## config.mk

```make
export PLATFORM = sky130hd
export DESIGN_NAME = sdram_burst_rd
export DESIGN_NICKNAME = d
export VERILOG_FILES = /design/src/rtl/sdram_rd_pkg.sv /design/src/rtl/btn_edge_sync.sv /design/src/rtl/sdram_burst_rd.sv
export SDC_FILE = /design/constraint.sdc
export NUM_CORES = 1
export LEC_CHECK = 0
export ABC_AREA = 1
export CORE_UTILIZATION = 60
export DETAILED_ROUTE_END_ITERATION = 8
export DONT_BUFFER_PORTS = 1
export MAX_ROUTING_LAYER = met4
export PLACE_DENSITY = 0.76
export SYNTH_ARGS = -nofsm -noshare
export SYNTH_HDL_FRONTEND = slang
export SYNTH_HIERARCHICAL = 1
export SYNTH_SLANG_ARGS = --single-unit
export TNS_END_PERCENT = 20
```

## constraint.sdc

```tcl
create_clock -name iCLK -period 6.5 [get_ports iCLK]
set_clock_uncertainty 0.1 [all_clocks]
set_input_delay 0.65 -clock iCLK [delete_from_list [all_inputs] [get_ports iCLK]]
set_output_delay 0.65 -clock iCLK [all_outputs]
set_load 0.02 [all_outputs]
```

## src/rtl/sdram_rd_pkg.sv

```systemverilog
// Shared state encoding and elaboration helpers for the SDRAM burst read engine.
package sdram_rd_pkg;

    typedef enum logic [2:0] {
        StIdle  = 3'd0,
        StIssue = 3'd1,
        StDrain = 3'd2,
        StDone  = 3'd3,
        StErr   = 3'd4
    } state_e;

    function automatic int unsigned clog2(input int unsigned value);
        int unsigned res;
        res = 0;
        while ((64'd1 << res) < 64'(value)) begin
            res++;
        end
        return res;
    endfunction

endpackage

```

## src/rtl/btn_edge_sync.sv

```systemverilog
// Two-flop synchroniser for the raw active-low button plus a registered falling-edge
// detector; trig_o is a single-cycle pulse three cycles after the button falls.
module btn_edge_sync (
    input  logic iCLK,
    input  logic iRST_n,
    input  logic btn_ni,
    output logic trig_o
);
    logic sync1_q, sync2_q, prev_q, trig_q;

    // Synchroniser resets to the released level so a held-idle button never fires.
    always_ff @(posedge iCLK) begin
        if (!iRST_n) begin
            sync1_q <= 1'b1;
            sync2_q <= 1'b1;
            prev_q  <= 1'b1;
            trig_q  <= 1'b0;
        end else begin
            sync1_q <= btn_ni;
            sync2_q <= sync1_q;
            prev_q  <= sync2_q;
            trig_q  <= prev_q & ~sync2_q;
        end
    end

    assign trig_o = trig_q;

endmodule

```

## src/rtl/sdram_burst_rd.sv

```systemverilog
// SDRAM burst read engine: pipelined Avalon-MM single-word reads, returns streamed out.
// Define SDRAM_RD_TIMEOUT_EN to enable the watchdog abort (err / ERR state).
module sdram_burst_rd
    import sdram_rd_pkg::*;
#(
    parameter int unsigned ADDR_W      = 25,
    parameter int unsigned DATA_W      = 16,
    parameter int unsigned LEN_W       = 8,
    parameter int unsigned MAX_OUTST   = 4,
    parameter int unsigned TIMEOUT_CYC = 1024
) (
    input  logic              iCLK,
    input  logic              iRST_n,
    input  logic              iBUTTON,
    input  logic              iSTART,
    input  logic [ADDR_W-1:0] address_in,
    input  logic [LEN_W-1:0]  len_in,
    output logic              read,
    output logic [ADDR_W-1:0] address_out,
    input  logic              waitrequest,
    input  logic [DATA_W-1:0] readdata,
    input  logic              readdatavalid,
    output logic [DATA_W-1:0] outdata,
    output logic              outvalid,
    output logic              outack,
    output logic              busy,
    output logic              err,
    output logic [2:0]        c_state
);
    localparam int unsigned OUT_W = clog2(MAX_OUTST) + 1;

    state_e            state_q, state_d;
    logic [ADDR_W-1:0] addr_q, addr_d;
    logic [LEN_W-1:0]  req_q, req_d, len_q, len_d, rcv_q, rcv_d;
    logic [OUT_W-1:0]  outst_q, outst_d;
    logic [DATA_W-1:0] outdata_q;
    logic              outvalid_q, outack_q;
    logic              trig, start, accept, ret, wd_hit;

    btn_edge_sync u_btn (
        .iCLK   (iCLK),
        .iRST_n (iRST_n),
        .btn_ni (iBUTTON),
        .trig_o (trig)
    );

    assign start  = (state_q == StIdle) && (trig || iSTART);
    assign ret    = readdatavalid && ((state_q == StIssue) || (state_q == StDrain));
    // At the cap a same-cycle return frees a slot, so the request may still go out.
    assign read   = (state_q == StIssue) && (req_q != '0) && !wd_hit &&
                    !((outst_q == OUT_W'(MAX_OUTST)) && !readdatavalid);
    assign accept = read && !waitrequest;

    always_comb begin
        state_d = state_q;
        addr_d  = addr_q;
        req_d   = req_q;
        len_d   = len_q;
        rcv_d   = rcv_q + LEN_W'(ret);
        outst_d = outst_q + OUT_W'(accept) - OUT_W'(ret);
        if (accept) begin
            addr_d = addr_q + ADDR_W'(1);
            req_d  = req_q - LEN_W'(1);
        end
        case (state_q)
            StIdle: begin
                if (start) begin
                    addr_d  = address_in;
                    req_d   = len_in;
                    len_d   = len_in;
                    rcv_d   = '0;
                    outst_d = '0;
                    state_d = (len_in == '0) ? StDone : StIssue;
                end
            end
            StIssue: begin
                if (wd_hit) begin
                    state_d = StErr;
                end else if (accept && (req_q == LEN_W'(1))) begin
                    state_d = StDrain;
                end
            end
            StDrain: begin
                if (wd_hit) begin
                    state_d = StErr;
                end else if (rcv_d == len_q) begin
                    state_d = StDone;
                end
            end
            default: state_d = StIdle;
        endcase
    end

    always_ff @(posedge iCLK) begin
        if (!iRST_n) begin
            state_q    <= StIdle;
            addr_q     <= '0;
            req_q      <= '0;
            len_q      <= '0;
            rcv_q      <= '0;
            outst_q    <= '0;
            outdata_q  <= '0;
            outvalid_q <= 1'b0;
            outack_q   <= 1'b0;
        end else begin
            state_q    <= state_d;
            addr_q     <= addr_d;
            req_q      <= req_d;
            len_q      <= len_d;
            rcv_q      <= rcv_d;
            outst_q    <= outst_d;
            outvalid_q <= ret;
            outack_q   <= (state_q == StDone) || (state_q == StErr);
            if (ret) begin
                outdata_q <= readdata;
            end
        end
    end

`ifdef SDRAM_RD_TIMEOUT_EN
    localparam int unsigned WD_W = clog2(TIMEOUT_CYC + 1);

    logic [WD_W-1:0] wd_q, wd_d;
    logic            err_q;

    assign wd_hit = (wd_q == WD_W'(TIMEOUT_CYC));

    // Counts silent cycles while reads are owed; any return restarts the count.
    always_comb begin
        wd_d = '0;
        if (((state_q == StIssue) || (state_q == StDrain)) && (outst_q != '0) &&
            !ret && !wd_hit) begin
            wd_d = wd_q + WD_W'(1);
        end
    end

    always_ff @(posedge iCLK) begin
        if (!iRST_n) begin
            wd_q  <= '0;
            err_q <= 1'b0;
        end else begin
            wd_q <= wd_d;
            if (start) begin
                err_q <= 1'b0;
            end else if (wd_hit) begin
                err_q <= 1'b1;
            end
        end
    end

    assign err = err_q;
`else
    assign wd_hit = 1'b0;
    assign err    = 1'b0;
`endif

    assign address_out = addr_q;
    assign outdata     = outdata_q;
    assign outvalid    = outvalid_q;
    assign outack      = outack_q;
    assign busy        = (state_q != StIdle);
    assign c_state     = state_q;

endmodule
```

==> results of run 1 <==
-- through the flow --
step	util (%)	worst slack (ps)	hold WS [ps]
after floorplan	-	3530	280
after global placement	61.9	2950	282
after detailed placement	61.9	2770	290
after CTS	65.2	2740	259
after global routing	65.2	2410	257
final	65.2	2710	264
-- layout by cell type (no fill, tap or decap), types with 2 or more instances in the layout --
| master | instances |
|---|---|
| sky130_fd_sc_hd__nand4_1 | 6 |
| sky130_fd_sc_hd__a21oi_1 | 19 |
| sky130_fd_sc_hd__xor2_1 | 18 |
| sky130_fd_sc_hd__o211ai_1 | 14 |
| sky130_fd_sc_hd__dfxtp_1 | 76 |
| sky130_fd_sc_hd__conb_1 | 2 |
| sky130_fd_sc_hd__o21bai_1 | 2 |
| sky130_fd_sc_hd__clkinv_4 | 2 |
| sky130_fd_sc_hd__nand2_2 | 4 |
| sky130_fd_sc_hd__o21ai_1 | 6 |
| sky130_fd_sc_hd__bufinv_16 | 2 |
| sky130_fd_sc_hd__inv_1 | 89 |
| sky130_fd_sc_hd__ha_1 | 11 |
| sky130_fd_sc_hd__nand2_1 | 153 |
| sky130_fd_sc_hd__nor4_1 | 2 |
| sky130_fd_sc_hd__xnor2_1 | 7 |
| sky130_fd_sc_hd__nor2_2 | 8 |
| sky130_fd_sc_hd__a31o_2 | 2 |
| sky130_fd_sc_hd__nand3_2 | 3 |
| sky130_fd_sc_hd__o211ai_2 | 2 |
| sky130_fd_sc_hd__nor3_2 | 3 |
| sky130_fd_sc_hd__nand3_1 | 40 |
| sky130_fd_sc_hd__o21ai_0 | 35 |
| sky130_fd_sc_hd__nor3_1 | 7 |
| sky130_fd_sc_hd__nor2_1 | 77 |
| sky130_fd_sc_hd__clkbuf_8 | 9 |
| sky130_fd_sc_hd__nand3b_1 | 4 |
-- final cells by class --
| class | instances | area (µm²) |
|---|---|---|
| clock inverters | 7 | 98.8 |
| flip-flops and latches | 76 | 1520 |
| fillers | 659 | 2380 |
| multi-input cells | 434 | 2230 |
| inverters | 92 | 348 |
| clock buffers | 9 | 124 |
| well taps | 96 | 120 |
| repair buffers | 1 | 7.51 |
-- logic make-up (layout without fill, tap and decap cells) --
logic type | after synthesis | count (layout) | share of synthesized area [%]
xor gates and xnor gates | 25 | 25 | 5.13
DFF | 76 | 76 | 35.7
buffers and inverters | 116 | 109 | 12.1
other | 1 | 2 | 0.0879
AOI/OAI and AO/OA | 85 | 85 | 12.0
and+or+nand+nor | 310 | 310 | 31.3
adders and majority gates | 12 | 12 | 3.70
-- routing by layer --
metal,GRT usage (%),share of wire [%],vias to the layer above,wire length (µm)
met5,-,0,-,0
met4,9.24,1.4,0,141
met1,38.2,47,1785,4780
met2,44.4,45,149,4570
met3,7.33,7.0,20,718
li1,-,-,1943,-
-- power by group through the flow --
stage               sequential [mW]  clock, mW  combinational, mW
floorplan                     0.843          0              0.630
global placement              0.887          0              0.685
detailed placement            0.889          0              0.717
CTS                           0.881      0.414              0.721
global route                  0.903      0.437              0.823
finish                        0.883      0.412              0.721
-- Yosys cell counts, drive strengths merged (2+ instances only) --
cell type / n / area (µm²)
nand2: 158 / 608
inv: 91 / 344
nor2: 85 / 339
dfxtp: 76 / 1520
nand3: 43 / 230
o21ai: 41 / 205
a21oi: 21 / 120
xor2: 18 / 158
o211ai: 16 / 130
buf: 15 / 134
ha: 11 / 138
nor3: 10 / 65.1
clkbuf: 9 / 33.8
xnor2: 7 / 61.3
nand4: 6 / 37.5
nand3b: 4 / 30.0
a31o: 3 / 26.3
nor4: 2 / 12.5
o21bai: 2 / 15.0
-- critical path: stages, from the launching register on --
cell and delay, ps:
sky130_fd_sc_hd__dfxtp_1 550, sky130_fd_sc_hd__inv_1 120, sky130_fd_sc_hd__ha_1 320, sky130_fd_sc_hd__nand2_1 350, sky130_fd_sc_hd__clkinv_1 550, sky130_fd_sc_hd__ha_1 430, sky130_fd_sc_hd__ha_1 230, sky130_fd_sc_hd__nand2_1 110
sky130_fd_sc_hd__nor2_1 80, sky130_fd_sc_hd__nand2_1 80, sky130_fd_sc_hd__nand2_1 70, sky130_fd_sc_hd__nand3_1 70, sky130_fd_sc_hd__nand2_1 50, sky130_fd_sc_hd__nor2_1 100, sky130_fd_sc_hd__nand3_1 110, sky130_fd_sc_hd__nand2_1 130
sky130_fd_sc_hd__nand3_1 80, sky130_fd_sc_hd__nand2_1 80, sky130_fd_sc_hd__nor2_1 40
-- state kept, by name, summed over array words and instances (netlist names) --
register	cells
address_out	25
outdata	16
len_q	8
rcv_q	8
req_q	8
outst_q	3
c_state	2
outack	1
outvalid	1
u_btn/prev_q	1
u_btn/sync1_q	1
u_btn/sync2_q	1
u_btn/trig_o	1
-- path summary, 6_finish.rpt --
path / endpoint / slack [ps] / cells past startpoint
max reg2reg: c_state[1] / 2710 / 18
min reg2reg: u_btn/sync2_q / 310 / 2
min: u_btn/sync1_q / 260 / 1
max: c_state[1] / 2710 / 18
==> metrics.txt, run 1 <==
# TYPE chip_impl_metric gauge
chip_impl_metric{name="setup_repair_bufs_after_cts",unit=""} 0
chip_impl_info{name="setup.worst_path.start",value="c_state[0]"} 1
chip_impl_metric{name="cap_violations",unit=""} 0
chip_impl_metric{name="worst_setup_hold_path_clk_slew",unit="ps"} 80
chip_impl_metric{name="routedWlPerCell",unit="µm"} 14.3
chip_impl_metric{name="power.combinational.fraction",unit="%"} 35.8
chip_impl_info{name="hp-class",value="in -> reg"} 1
chip_impl_metric{name="cts-buffers-inserted",unit=""} 9
chip_impl_metric{name="share_of_cells_above_drive_strength_1",unit="%"} 7.27
chip_impl_metric{name="synth_cells",unit=""} 625
chip_impl_metric{name="postPlaceCellArea",unit="mm²"} 0.00423
chip_impl_metric{name="p_sw",unit="mW"} 0.929
chip_impl_metric{name="core",unit="mm²"} 0.00683
chip_impl_metric{name="final_cell_count_no_fill",unit=""} 715
chip_impl_info{name="run_status",value="finished clean"} 1
chip_impl_metric{name="dr.first_iter.drc_count",unit=""} 314
chip_impl_metric{name="arrival",unit="ps"} 3930
chip_impl_metric{name="part_of_the_total_power_dissipated_in_sequential_elements",unit="%"} 43.8
chip_impl_metric{name="clock_sink_count",unit=""} 76
chip_impl_metric{name="p_leak",unit="nW"} 2.07
chip_impl_metric{name="setup-tns-final",unit="ps"} 0
chip_impl_info{name="tritoncts",value="built"} 1
chip_impl_metric{name="numPortBuffers",unit=""} 0
chip_impl_metric{name="slew_viol_final",unit=""} 0
chip_impl_metric{name="post_cts_resize_count",unit=""} 0
chip_impl_metric{name="power_report.internal_total",unit="mW"} 1.09
chip_impl_metric{name="power.ir.vdd_worst",unit="mV"} 0.310
chip_impl_metric{name="setup_violations",unit=""} 0
chip_impl_metric{name="synth.yosys.seq_area_share",unit="%"} 35.7
chip_impl_metric{name="grt_util_all_layers",unit="%"} 29.2
chip_impl_metric{name="cts_buffer_depth",unit=""} 2
chip_impl_metric{name="sw_frac_of_total",unit="%"} 46.1
chip_impl_metric{name="nets",unit=""} 681
chip_impl_metric{name="dp_hpwl",unit="µm"} 7380
chip_impl_metric{name="drt_drc_violations_left",unit=""} 0
chip_impl_info{name="regToRegStartpoint",value="c_state[0]"} 1
chip_impl_metric{name="clock_power_share",unit="%"} 20.4
chip_impl_metric{name="die_height",unit="µm"} 86.3
chip_impl_metric{name="start_util",unit="%"} 62.4
chip_impl_metric{name="post_cts_hold_buffers",unit=""} 0
chip_impl_metric{name="ioPinCount",unit=""} 104
chip_impl_metric{name="post_synth_num_cell_types",unit=""} 43
chip_impl_metric{name="fin_crit",unit="ps"} 3790
chip_impl_metric{name="detail_route.first_pass.iterations",unit=""} 5
chip_impl_metric{name="grt_pass1_wl",unit="µm"} 16700
chip_impl_info{name="unrepaired_setup_endpoints_after_global_routing",value="false"} 1
chip_impl_metric{name="place.gp.congestion",unit=""} 0.938
chip_impl_metric{name="power.density",unit="mW/mm²"} 453
chip_impl_info{name="worst_hold_startpoint",value="iRST_n"} 1
chip_impl_metric{name="timing.critical_path.required",unit="ps"} 6640
chip_impl_metric{name="route.vias.total",unit=""} 3897
chip_impl_metric{name="syn_area_per_cell",unit="µm²"} 6.82
chip_impl_info{name="crit_path_start_kind",value="register"} 1
chip_impl_metric{name="total_standard_cell_area_after_synthesis",unit="mm²"} 0.00427
chip_impl_metric{name="routed_via_density",unit=""} 5.45
chip_impl_info{name="capturing_element_type_of_the_critical_path",value="register"} 1
chip_impl_metric{name="antenna_found_initial",unit=""} 0
chip_impl_metric{name="layout_worst_path_cycle_share",unit="%"} 58.3
chip_impl_metric{name="detailed_route_wire_length",unit="µm"} 10200
chip_impl_metric{name="cts.htree.levels",unit=""} 3
chip_impl_metric{name="placedCellCount",unit=""} 699
chip_impl_metric{name="max_freq",unit="MHz"} 264
chip_impl_info{name="clk_root_buffer_cell",value="sky130_fd_sc_hd__clkbuf_8"} 1
chip_impl_metric{name="detail-route-antenna-nets",unit=""} 0
chip_impl_metric{name="max-slew-margin-rel",unit="%"} 42.8
chip_impl_metric{name="ys_seq_elements",unit=""} 76
chip_impl_metric{name="yosysWarnings",unit=""} 6
chip_impl_info{name="setup.worst_path.class",value="reg -> reg"} 1
chip_impl_metric{name="tightestPinTransition",unit="ps"} 857
chip_impl_metric{name="total_power",unit="mW"} 2.02
chip_impl_metric{name="postSynth.asyncResetShare",unit="%"} 0
chip_impl_metric{name="std_cell_rows",unit=""} 30
chip_impl_metric{name="design_area",unit="mm²"} 0.00445
chip_impl_metric{name="layout-area-overhead-vs-synth",unit="%"} 4.43
chip_impl_metric{name="antenna-diode-count",unit=""} 0
chip_impl_metric{name="grt_max_degree",unit=""} 57
chip_impl_metric{name="highest_fanout_seen_on_the_critical_path",unit=""} 18
chip_impl_metric{name="grt_remaining_overflow",unit=""} 0
chip_impl_metric{name="chipWidth",unit="µm"} 86.3
chip_impl_info{name="postSynth.topFlopCell",value="sky130_fd_sc_hd__dfxtp_1"} 1
chip_impl_metric{name="synth_enable_flop_cells",unit=""} 0
chip_impl_metric{name="finalHoldViolCount",unit=""} 0
chip_impl_metric{name="clk-insertion-delay-late",unit="ps"} 360
chip_impl_metric{name="die_area",unit="mm²"} 0.00745
chip_impl_metric{name="vias_in_the_first_global_route",unit=""} 3625
Note: power is estimated with default switching activity, not from simulation.
==> run 2, diff against run 1 <==
--- a/config.mk
+++ b/config.mk
@@ -5,12 +5,12 @@
 export SDC_FILE = /design/constraint.sdc
 export NUM_CORES = 1
 export LEC_CHECK = 0
-export ABC_AREA = 1
-export CORE_UTILIZATION = 60
+export ABC_AREA = 0
+export CORE_UTILIZATION = 57
 export DETAILED_ROUTE_END_ITERATION = 8
 export DONT_BUFFER_PORTS = 1
 export MAX_ROUTING_LAYER = met4
-export PLACE_DENSITY = 0.76
+export PLACE_DENSITY = 0.75
 export SYNTH_ARGS = -nofsm -noshare
 export SYNTH_HDL_FRONTEND = slang
 export SYNTH_HIERARCHICAL = 1
==> constraint.sdc (replaced) <==
create_clock -name iCLK -period 3.4 [get_ports iCLK]
set_clock_uncertainty 0.1 [all_clocks]
set_input_delay 0.34 -clock iCLK [delete_from_list [all_inputs] [get_ports iCLK]]
set_output_delay 0.34 -clock iCLK [all_outputs]
set_load 0.02 [all_outputs]
==> metrics.txt, run 2 <==
# TYPE chip_impl_metric gauge
chip_impl_info{name="run_status",value="finished clean"} 1
chip_impl_metric{name="max_freq",unit="MHz"} 323
chip_impl_metric{name="grt_remaining_overflow",unit=""} 0
chip_impl_metric{name="highest_fanout_seen_on_the_critical_path",unit=""} 7
chip_impl_info{name="setup.worst_path.class",value="reg -> reg"} 1
chip_impl_metric{name="fin_crit",unit="ps"} 3090
chip_impl_metric{name="syn_area_per_cell",unit="µm²"} 8.31
chip_impl_metric{name="power.combinational.fraction",unit="%"} 29.8
chip_impl_metric{name="vias_in_the_first_global_route",unit=""} 2736
chip_impl_metric{name="cts_buffer_depth",unit=""} 2
chip_impl_metric{name="p_sw",unit="mW"} 1.26
chip_impl_info{name="critPathSlowestCell",value="sky130_fd_sc_hd__dfxtp_1"} 1
chip_impl_metric{name="drt_drc_violations_left",unit=""} 0
chip_impl_info{name="postSynth.topFlopCell",value="sky130_fd_sc_hd__dfxtp_1"} 1
chip_impl_metric{name="synth_simple_gate_area_share",unit="%"} 22.9
chip_impl_metric{name="numPortBuffers",unit=""} 0
chip_impl_metric{name="dp_hpwl",unit="µm"} 5710
chip_impl_info{name="synthMostInstantiatedCell",value="sky130_fd_sc_hd__dfxtp_1"} 1
chip_impl_metric{name="power.density",unit="mW/mm²"} 801
chip_impl_metric{name="filler_cell_count",unit=""} 547
chip_impl_metric{name="grt_max_degree",unit=""} 50
chip_impl_metric{name="synth.yosys.seq_area_share",unit="%"} 42.0
chip_impl_metric{name="share_of_cells_above_drive_strength_1",unit="%"} 7.29
chip_impl_metric{name="detail_route.first_pass.iterations",unit=""} 5
chip_impl_metric{name="max-slew-margin-rel",unit="%"} 49.6
chip_impl_metric{name="ys_seq_elements",unit=""} 76
chip_impl_metric{name="antenna_found_initial",unit=""} 0
chip_impl_metric{name="tightestPinTransition",unit="ps"} 753
chip_impl_metric{name="worst_setup_hold_path_clk_slew",unit="ps"} 70
chip_impl_metric{name="synth_cells",unit=""} 436
chip_impl_metric{name="postSynth.asyncResetShare",unit="%"} 0
chip_impl_metric{name="clock_power_share",unit="%"} 22.6
chip_impl_metric{name="slew_viol_final",unit=""} 0
chip_impl_metric{name="grt_pass1_wl",unit="µm"} 12500
chip_impl_info{name="worst_hold_startpoint",value="iRST_n"} 1
chip_impl_metric{name="routed_via_density",unit=""} 5.75
chip_impl_metric{name="worst_path_largest_cell_delay",unit="ps"} 530
chip_impl_metric{name="sw_frac_of_total",unit="%"} 40.4
chip_impl_metric{name="synth_enable_flop_cells",unit=""} 0
chip_impl_metric{name="grt_util_all_layers",unit="%"} 25.5
chip_impl_metric{name="post_synth_num_cell_types",unit=""} 46
chip_impl_metric{name="flip_flop_count_of_the_largest_register_after_layout",unit=""} 25
chip_impl_info{name="most-common-layout-cells",value="76 x sky130_fd_sc_hd__dfxtp_1, 67 x sky130_fd_sc_hd__nand2_1, 42 x sky130_fd_sc_hd__nor2_1, 42 x sky130_fd_sc_hd__a21oi_1, 32 x sky130_fd_sc_hd__xnor2_1"} 1
chip_impl_info{name="mostFrequentLayoutCell",value="sky130_fd_sc_hd__dfxtp_1"} 1
chip_impl_metric{name="dr.first_iter.drc_count",unit=""} 107
chip_impl_info{name="synthDominantAreaCellType",value="sky130_fd_sc_hd__dfxtp_1"} 1
chip_impl_metric{name="finalHoldViolCount",unit=""} 0
chip_impl_metric{name="synth.area.mux_share",unit="%"} 0.552
chip_impl_metric{name="route.vias.total",unit=""} 2953
chip_impl_info{name="worst_path_dominant_cell_family",value="simple AND/OR/NAND/NOR gates"} 1
chip_impl_info{name="path_common_cell",value="sky130_fd_sc_hd__ha_1"} 1
chip_impl_metric{name="clk-insertion-delay-late",unit="ps"} 350
chip_impl_metric{name="reg2reg_setup_slack",unit="ps"} 310
chip_impl_info{name="clk_root_buffer_cell",value="sky130_fd_sc_hd__clkbuf_8"} 1
chip_impl_metric{name="std_cell_rows",unit=""} 28
chip_impl_info{name="capturing_element_type_of_the_critical_path",value="register"} 1
chip_impl_metric{name="detailed_route_wire_length",unit="µm"} 8170
chip_impl_metric{name="total_standard_cell_area_after_synthesis",unit="mm²"} 0.00362
chip_impl_metric{name="die_area",unit="mm²"} 0.00668
chip_impl_metric{name="adder_cell_area_share_of_the_yosys_netlist",unit="%"} 4.35
chip_impl_metric{name="chipWidth",unit="µm"} 81.7
chip_impl_metric{name="yosys.area_share.xor_xnor",unit="%"} 10.9
chip_impl_info{name="yosys-top-cells-count",value="76 x sky130_fd_sc_hd__dfxtp_1, 67 x sky130_fd_sc_hd__nand2_1, 42 x sky130_fd_sc_hd__a21oi_1, 42 x sky130_fd_sc_hd__nor2_1, 32 x sky130_fd_sc_hd__xnor2_1"} 1
chip_impl_info{name="regToRegStartpoint",value="c_state[0]"} 1
chip_impl_metric{name="place.gp.congestion",unit=""} 0.977
chip_impl_info{name="unrepaired_setup_endpoints_after_global_routing",value="false"} 1
chip_impl_metric{name="total_power",unit="mW"} 3.13
chip_impl_info{name="series_of_cell_instances_along_the_critical_path",value="inv_1 -> ha_1 -> nand2_1 -> clkinv_1 -> ha_1 -> ha_1 -> nand3_1 -> or3_1 -> and3_1 -> o31ai_1 -> nand3_1 -> mux2i_1"} 1
chip_impl_metric{name="r2r_cells",unit=""} 12
chip_impl_metric{name="setup_ws",unit="ps"} 308
chip_impl_metric{name="die_height",unit="µm"} 81.7
chip_impl_metric{name="synth_compound_area_share",unit="%"} 14.5
chip_impl_metric{name="cap_violations",unit=""} 0
chip_impl_metric{name="timing.critical_path.required",unit="ps"} 3540
chip_impl_metric{name="yosysWarnings",unit=""} 6
chip_impl_metric{name="dpl_worst_slack",unit="ps"} 352
chip_impl_metric{name="part_of_the_total_power_dissipated_in_sequential_elements",unit="%"} 47.6
chip_impl_metric{name="multi_input_comb_area",unit="mm²"} 0.00195
chip_impl_metric{name="p_leak",unit="nW"} 1.42
chip_impl_info{name="hp-class",value="in -> reg"} 1
chip_impl_info{name="crit_path_start_kind",value="register"} 1
chip_impl_metric{name="detail-route-antenna-nets",unit=""} 0
chip_impl_metric{name="cts-buffers-inserted",unit=""} 9
chip_impl_metric{name="antenna-diode-count",unit=""} 0
chip_impl_metric{name="ioPinCount",unit=""} 104
chip_impl_metric{name="layout-area-overhead-vs-synth",unit="%"} 7.87
chip_impl_metric{name="arrival",unit="ps"} 3230
chip_impl_metric{name="setup-tns-final",unit="ps"} 0
chip_impl_metric{name="power.ir.vdd_worst",unit="mV"} 0.406
chip_impl_info{name="tritoncts",value="built"} 1
chip_impl_metric{name="buffering_stage_count_on_the_worst_path_with_inverters_included",unit=""} 2
chip_impl_info{name="combinational_family_with_the_most_area_after_synthesis",value="simple AND/OR/NAND/NOR gates"} 1
chip_impl_metric{name="power_report.internal_total",unit="mW"} 1.87
chip_impl_info{name="holdPathEnd",value="outack"} 1
chip_impl_metric{name="synth_top_cell_area_share",unit="%"} 42.0
chip_impl_metric{name="layout_worst_path_cycle_share",unit="%"} 90.9
chip_impl_info{name="critical_path.reg2reg.endpoint",value="c_state[1]"} 1
chip_impl_metric{name="area.sequential",unit="mm²"} 0.00152
chip_impl_metric{name="start_util",unit="%"} 60.2
chip_impl_info{name="ys_top_cells_by_area",value="sky130_fd_sc_hd__dfxtp_1 42%, sky130_fd_sc_hd__xnor2_1 7.7%, sky130_fd_sc_hd__nand2_1 6.9%"} 1
chip_impl_metric{name="setup_violations",unit=""} 0
chip_impl_metric{name="routedWlPerCell",unit="µm"} 15.9
chip_impl_metric{name="nets",unit=""} 501
chip_impl_metric{name="worstHoldPathCells",unit=""} 1
chip_impl_metric{name="core",unit="mm²"} 0.00603
chip_impl_metric{name="clock_sink_count",unit=""} 76
chip_impl_metric{name="cts.htree.levels",unit=""} 3
-- run 2: cell count changes in the layout (fill, tap and decap cells not counted), moves of 6 or more --
cell                       delta
sky130_fd_sc_hd__inv_1       -73
sky130_fd_sc_hd__and3_1       +9
sky130_fd_sc_hd__nand3_1     -28
sky130_fd_sc_hd__o211ai_1    -14
sky130_fd_sc_hd__or3_1        +8
sky130_fd_sc_hd__a211oi_1    +13
sky130_fd_sc_hd__nand2_1     -86
sky130_fd_sc_hd__xnor2_1     +25
sky130_fd_sc_hd__nor2_2       -8
sky130_fd_sc_hd__o21ai_0     -13
sky130_fd_sc_hd__nor2_1      -35
sky130_fd_sc_hd__a21oi_1     +23
sky130_fd_sc_hd__o21ai_1      -6
-- run 2: power by group through the flow --
stage | Combinational [mW] | Clock, mW | Sequential [mW]
detailed placement | 0.924 | 0 | 1.51
global placement | 0.887 | 0 | 1.50
floorplan | 0.729 | 0 | 1.45
global route | 1.05 | 0.757 | 1.52
CTS | 0.934 | 0.722 | 1.49
finish | 0.933 | 0.708 | 1.49
-- run 2: kinds of logic after synthesis --
family          count (synthesis)
other cells                     1
mux                             2
buf+inv                        40
compound gates                 91
fa+ha+maj                      12
simple gates                  169
flops                          76
xor+xnor                       45
-- run 2: final cells by class --
cell class	count	area share (%)
clock inverter	4	1.22
inverter	18	1.73
clock buffer	12	3.97
sequential	76	38.9
timing repair buffer	8	1.98
multi-input combinational	321	49.8
tap	75	2.40
-- run 2: worst reg2reg max path, delay by kind of cell (launching register included) --
kind / cells / cell delay, ps
simple gates: 5 / 1060
fa+ha+maj: 3 / 710
flops: 1 / 530
compound gates: 1 / 240
buf+inv: 2 / 190
mux: 1 / 150
-- run 2: worst max path at each step --
stage               startpoint         end  slack (ps)  cells past startpoint
floorplan           c_state[0]  c_state[0]          90                     13
global placement    c_state[0]  c_state[0]         500                     12
detailed placement  c_state[0]  c_state[0]         350                     12
CTS                 c_state[0]  c_state[0]         330                     12
global route        c_state[0]  c_state[0]          60                     12
finish              c_state[0]  c_state[1]         310                     12
-- run 2: layer usage --
metal / vias to the layer above / share of wire, % / track usage, %
met3: 13 / 7.7 / 6.67
li1: 1475 / - / -
met1: 1361 / 44 / 30.0
met4: 0 / 1.7 / 10.5
met5: - / 0 / -
met2: 104 / 47 / 41.0
-- run 2: what timing repair did --
action / in CTS / in global routing
buffers inserted: 0 / 0
hold buffers: 2 / 0
setup endpoints to repair: 0 / 0
gates resized for setup: 0 / 0
hold endpoints to repair: 3 / 0
-- run 2: stage by stage --
step / hold WS [ps] / area (µm²) / util (%) / std cells
4_1_cts: 8.94 / 3910 / 64.9 / 514
3_3_place_gp: 314 / 3690 / 61.2 / 496
3_5_place_dp: 319 / 3690 / 61.2 / 496
6_report: 20.6 / 3910 / 64.9 / 514
5_1_grt: 18.1 / 3910 / 64.9 / 514
2_1_floorplan: 286 / 3630 / - / 437
